--- src/rtl/addsub_pkg.sv ---
// Shared types and constants for the bit-serial add/sub unit.
// FSM state encoding and operation codes.
package addsub_pkg;

    typedef enum logic [1:0] {
        IDLE  = 2'd0,
        SHIFT = 2'd1,
        DONE  = 2'd2
    } state_t;

    localparam logic OP_ADD = 1'b0;
    localparam logic OP_SUB = 1'b1;

endpackage

--- src/rtl/fa_bit.sv ---
// Single-bit full adder cell.
// Reused every cycle by the serial datapath.
module fa_bit (
    input  logic a,
    input  logic b,
    input  logic cin,
    output logic sum,
    output logic cout
);

    assign sum  = a ^ b ^ cin;
    assign cout = (a & b) | (a & cin) | (b & cin);

endmodule

--- src/rtl/serial_addsub_ovf.sv ---
// Bit-serial two's-complement add/sub, LSB first, with overflow.
// One full-adder cell, WIDTH shift cycles behind start/done.
module serial_addsub_ovf
    import addsub_pkg::*;
#(
    parameter int WIDTH = 8,
    parameter int CNT_W = $clog2(WIDTH + 1)
) (
    input  logic             clk,
    input  logic             rst,
    input  logic             start,
    input  logic             sub,
    input  logic [WIDTH-1:0] a,
    input  logic [WIDTH-1:0] b,
    output logic             busy,
    output logic             done,
    output logic [WIDTH-1:0] result,
    output logic             cout,
    output logic             overflow
);

    localparam logic [CNT_W-1:0] LAST = CNT_W'(WIDTH - 1);

    state_t           state;
    state_t           state_n;
    logic [WIDTH-1:0] a_sr;
    logic [WIDTH-1:0] b_sr;
    logic [WIDTH-2:0] p_sr;
    logic [WIDTH-1:0] p_nxt;
    logic             carry;
    logic [CNT_W-1:0] cnt;
    logic             s;
    logic             c_n;
    logic             last;
    logic             is_sub;

    fa_bit u_fa (
        .a    (a_sr[0]),
        .b    (b_sr[0]),
        .cin  (carry),
        .sum  (s),
        .cout (c_n)
    );

    assign last   = (cnt == LAST);
    assign p_nxt  = {s, p_sr};
    assign is_sub = (sub == OP_SUB);
    assign busy   = (state == SHIFT);
    assign done   = (state == DONE);

    // state register
    always_ff @(posedge clk) begin
        if (rst) state <= IDLE;
        else     state <= state_n;
    end

    // next-state: accept in IDLE, run WIDTH bits, one DONE cycle
    always_comb begin
        state_n = state;
        unique case (state)
            IDLE:    if (start) state_n = SHIFT;
            SHIFT:   if (last)  state_n = DONE;
            DONE:    state_n = IDLE;
            default: state_n = IDLE;
        endcase
    end

    // serial datapath: latch operands, shift one bit per cycle, commit on last
    always_ff @(posedge clk) begin
        if (rst) begin
            a_sr     <= '0;
            b_sr     <= '0;
            p_sr     <= '0;
            carry    <= 1'b0;
            cnt      <= '0;
            result   <= '0;
            cout     <= 1'b0;
            overflow <= 1'b0;
        end else if (state == IDLE && start) begin
            a_sr  <= a;
            b_sr  <= b ^ {WIDTH{is_sub}};
            carry <= is_sub;
            cnt   <= '0;
        end else if (state == SHIFT) begin
            a_sr  <= a_sr >> 1;
            b_sr  <= b_sr >> 1;
            p_sr  <= p_nxt[WIDTH-1:1];
            carry <= c_n;
            cnt   <= cnt + CNT_W'(1);
            if (last) begin
                result   <= p_nxt;
                cout     <= c_n;
                overflow <= carry ^ c_n;
            end
        end
    end

endmodule

--- config.mk ---
export PLATFORM = sky130hd
export DESIGN_NAME = serial_addsub_ovf
export DESIGN_NICKNAME = d
export VERILOG_FILES = /design/src/rtl/addsub_pkg.sv /design/src/rtl/fa_bit.sv /design/src/rtl/serial_addsub_ovf.sv
export SDC_FILE = /design/constraint.sdc
export NUM_CORES = 1
export LEC_CHECK = 0
export CAP_MARGIN = 20
export CORE_AREA = 5 5 64 66
export DETAILED_ROUTE_END_ITERATION = 10
export DIE_AREA = 0 0 69 71
export GPL_ROUTABILITY_DRIVEN = 0
export HOLD_SLACK_MARGIN = 0.06
export PLACE_DENSITY = 0.75
export SLEW_MARGIN = 30
export SYNTH_ARGS = -nofsm -noshare
export SYNTH_HDL_FRONTEND = slang
export SYNTH_SLANG_ARGS = --single-unit
--- constraint.sdc ---
create_clock -name clk -period 1.4 [get_ports clk]
set_input_delay 0.21 -clock clk [delete_from_list [all_inputs] [get_ports clk]]
set_output_delay 0.21 -clock clk [all_outputs]
set_load 0.05 [all_outputs]
; ---- Word-level counts from Yosys, hierarchy flattened
; Index checks and enable logic that the tools add are counted.
[word_totals]
reg_bits = 40
wordCells = 41
[op_classes]
addsub = 1
eq_ne = 5
muxes = 9
bitwise_logic = 10
reduce_logical = 7
[op_table]
columns = op, count
row1 = 8-bit two-way mux, 4
row2 = 8-bit bitwise XOR, 1
row3 = 4-bit by 1-bit adder with 4-bit output (second input constant), 1
row4 = 4-bit by 3-bit equality test with 1-bit output (second input constant), 1
row5 = 2-bit two-way mux, 2
row6 = 2-bit one-hot mux with 2 select lines, 1
row7 = 2-bit AND reduction, 2
row8 = 1-bit AND, 3
row9 = 3-bit AND reduction, 1
row10 = 1-bit bitwise XOR, 3
row11 = 2-bit by 1-bit equality test with 1-bit output (second input constant), 1
row12 = 2-bit equality test (second input constant), 1
row13 = 2-bit logical NOT, 1
row14 = 1-bit two-way mux, 2
row15 = 2-bit by 1-bit inequality test with 1-bit output (second input constant), 1
row16 = 2-bit inequality test (second input constant), 1
row17 = 1-bit OR, 2
row18 = 2-bit nonzero test, 1
row19 = 2-bit OR reduction, 1
row20 = 1-bit logical AND, 1
row21 = 1-bit inverter, 1

; ---- Depth between registers and ports, before layout
[depth]
word_depth = 5
mapped_depth = 6
depth_no_buf = 4

; ---- By module
; From an unflattened synthesis, not the netlist that was laid out.
[unflattened]
cells_unflattened = 177
area_unflattened_um2 = 1679.1
[modules_own_cells]
columns = mod, instances, cells_each, area_each_um2
row1 = serial_addsub_ovf, 1, 176, 1659.1
row2 = fa_bit, 1, 1, 20.0

; ---- Worst setup path after synthesis
; OpenSTA, ideal clock, no wires.
[synth_timing]
path_type = flip-flop to flip-flop
startpoint = reg state[1]
endpoint = reg overflow
arrival_ns = 1.166
t_required_ns = 1.255
slack_ns = 0.089
path_stages_with_launch = 6
n_path_buf = 2
synth_period_minus_slack_ns = 1.311
path_cell_list = dfxtp_1 > nand2b_1 > inv_1 > buf_2 > buf_2 > a311oi_1
[synth_between]
elab_cells_between_ends = 5
cone_classes = eq/ne: 1 / bitwise: 1 / reduce/logical: 3
[synth_lines]
columns = element, line
row1 = "start, declared", serial_addsub_ovf.sv:24  ; state_t state;
row2 = "start signal, assigned", serial_addsub_ovf.sv:54  ; else state <= state_n;
row3 = 2-bit by 1-bit equality test with 1-bit output, n/a
row4 = named net busy, serial_addsub_ovf.sv:15  ; output logic busy,
row5 = 3-bit AND reduction (no line), n/a
row6 = "end signal, assigned", serial_addsub_ovf.sv:93  ; overflow <= carry ^ c_n;
row7 = "end, declared", serial_addsub_ovf.sv:19  ; output logic overflow
; The timed path passes the listed nets, and every way through them passes these cells.
; A chain may end at the register's enable or synchronous reset.

; ---- Final worst setup path
[layout_timing]
startpoint = reg state[0]
endpoint = reg a_sr[3]
[layout_between]
elab_chain_cells = 3
elab_cells_between_ends = 5
cone_classes = eq/ne: 1 / mux: 1 / reduce/logical: 3
[layout_lines]
columns = element, line
row1 = 2-bit logical NOT, serial_addsub_ovf.sv:79  ; end else if (state == IDLE && start) begin
row2 = 1-bit logical AND, serial_addsub_ovf.sv:79
row3 = 8-bit two-way mux / 2-bit nonzero test (equally long branches), n/a
row4 = "end signal, assigned", serial_addsub_ovf.sv:85  ; a_sr <= a_sr >> 1;
row5 = "end, declared", serial_addsub_ovf.sv:26  ; logic [WIDTH-1:0] a_sr;
; Several ways; a longest one is shown, not always the timed one.

==> flow_summary.toml <==
[drt]
drtIter0Drc = 140
wirelength_mm = 3.82
wl_met3_um = 219
vias_per_cell = 5.49
firstDrtPassIters = 6
drc = 0
wl_per_cell_um = 13.5
routed.top_layer = "met4"
wl_met2_mm = 1.87
wl_met1_mm = 1.67
via_count = 1547
postRouteAntennaNets = 0

[critical_path]
arrival_ps = 1580
cp_max_fo = 8
reg2reg_depth = 4
r2r_start = "state[0]"
endpoint_kind = "register"
rrSetupSlack_ps = 50
crit_type = "register to register"
critPathLaunch = "state[0]"
r2r-end = "a_sr[3]"
cp-start-kind = "register"
cp.required_ps = 1630

[power]
swShare_pct = 26.1
power.total_mw = 2.14
ir_drop_mv = 0.702
p_seq_share_pct = 56.9
power_frac_comb_pct = 18.3
power.density_mw_per_mm2 = 901
p_sw_mw = 0.558
p_int_mw = 1.58
leakage_nw = 0.878
power_frac_clock_pct = 24.8

[yosys]
synth_nets = 213
synthArstFlopShare_pct = 0
syn-mean-instance-area_um2 = 8.62
synth_edf_count = 0
yosys_warnings = 0
yosysSeqAreaShare_pct = 48.6
synth_cells = 191
ys_types = 29
synth_area_mm2 = 0.00165
yosys_most_used_dff = "dfxtp_1"
ys_ff_latch = 40

[run]
drv_cap = 0

[timing]
period_needed_ps = 1350
final_max_slew_viol_count = 0
fmax_ghz = 0.740
setup_ws_ps = 49.2
fin_skew_ps = 13.8
worst_pin_slew_ps = 299
fin_crit_sh_pct = 96.5
holdWs_ps = 456
max_slew_margin_pct = 80.0
finalSetupViolCount = 0
hold_viol = 0

[final_layout]
area_growth_pct = 44.5
layout_common_cells = "38 x dfxtp_1, 34 x a21oi_1, 22 x nand2_1"
final_common_cell = "dfxtp_1"
fill_cells = 295
stdcell_count = 282
layout-drive-gt1-share_pct = 20.5
nNetsFinal = 256
final_util_pct = 67.5
diodes = 0

[worst_hold_path]
hold_path_end = "a_sr[1]"
hold_path.startpoint = "a_sr[2]"
holdPathStages = 2
hold_path_class = "register to register"

[global_routing]
grt_pass1_wl_mm = 6.32
antenna_found_initial = 0
grt.total_usage_pct = 15.7
grt_overflow = 0
grt_pass1_vias = 1423
grt_max_degree = 21

[status]
status = "finished, final reports clean"

[clock_network]
clockRootBuffer = "clkbuf_4"
cts_buffers = 5
cts_buffer_depth = 2
clk_pin_slew_worst_paths_ps = 110
cts_tree = "yes"
ctsHtreeMaxLevel = 2
clock_latency_ps = 340
cts_sinks = 40

[floorplan]
dieArea_mm2 = 0.00490
die_w_um = 69
rows = 22
ios = 32
fp.dieH_um = 71
fp.coreArea_mm2 = 0.00352
initial_core_util_pct = 46.7

[placed_design]
io_buffers = 31
pre_cts_slack_ps = -161
dp_cells = 269
dp_hpwl_mm = 2.53
-- worst max-delay path by stage --
| stage | slack [ps] | to |
|---|---|---|
| after floorplan | 90 | overflow |
| after global placement | -150 | a_sr[2] |
| after detailed placement | -160 | a_sr[3] |
| after CTS | 7 | done |
| after global routing | -0.8 | a_sr[3] |
| final | 50 | a_sr[3] |
-- power by group through the flow --
stage / Sequential (mW) / Clock (mW) / Combinational (mW)
2_1_floorplan: 1.24 / 0 / 0.197
3_3_place_gp: 1.24 / 0 / 0.326
3_5_place_dp: 1.24 / 0 / 0.332
4_1_cts: 1.22 / 0.542 / 0.374
5_1_grt: 1.22 / 0.594 / 0.431
6_report: 1.22 / 0.531 / 0.393
-- logic make-up (layout without fill, tap and decap cells) --
group,Yosys count,count (layout),synth area share [%]
AOI/OAI and AO/OA,65,65,23.0
and+or+nand+nor,54,54,15.1
DFF,40,40,48.6
buffers and inverters,18,61,4.79
xor gates and xnor gates,11,11,5.85
adders and majority gates,2,2,1.98
muxes,1,1,0.608
-- registers in the layout (all words and copies together) (netlist names) --
signal / count
a_sr: 8
b_sr: 8
result: 8
p_sr: 7
cnt: 4
state: 2
carry: 1
cout: 1
overflow: 1
-- through the flow --
stage	instance area, um2	setup TNS [ps]
6_report	2380	0
3_5_place_dp	2210	-1800
4_1_cts	2340	0
5_1_grt	2380	-0.756
2_1_floorplan	1650	0
3_3_place_gp	2210	-1580
-- cell usage after synthesis, types with 2 or more instances --
cell type | number | area share [%]
nand3_1 | 10 | 3.0
nor3_1 | 4 | 1.2
nor2_1 | 10 | 2.3
xor2_1 | 9 | 4.8
nand2_1 | 22 | 5.0
dfxtp_1 | 40 | 49
buf_2 | 9 | 2.7
xnor2_1 | 2 | 1.1
clkbuf_1 | 6 | 1.4
a21oi_1 | 34 | 10
nand3b_1 | 2 | 0.91
inv_1 | 2 | 0.46
a22oi_1 | 2 | 0.91
o21ai_0 | 18 | 5.5
a222oi_1 | 7 | 4.3
-- cell type report --
class | instances | area [um2] | area share, %
Inverter | 2 | 10.0 | 0.421
Tap cell | 48 | 60.1 | 2.52
Sequential cell | 40 | 806 | 33.9
Timing Repair Buffer | 52 | 667 | 28.0
Multi-Input combinational cell | 133 | 790 | 33.2
Clock buffer | 6 | 41.3 | 1.74
Clock inverter | 1 | 5.00 | 0.210
-- worst max-delay path, cell delays in order, from the launching register on --
cell     delay [ps]
dfxtp_4         380
buf_12          130
or3b_2          560
nand2_1         110
a21oi_1          60
-- repair_timing --
action | in CTS | in global routing
setup endpoints to repair | 2 | 18
gates resized for setup | 5 | 5
cloned | 1 | 0
setup buffers | 3 | 2
hold buffers | 0 | 0
pin swaps | 0 | 3
-- routing by layer --
metal	vias to the layer above	global-route usage (%)
met5	-	0
met4	0	5.86
met3	5	5.11
met2	52	27.1
met1	725	18.0
li1	765	-
No activity file was read; power rests on OpenSTA's default activity.
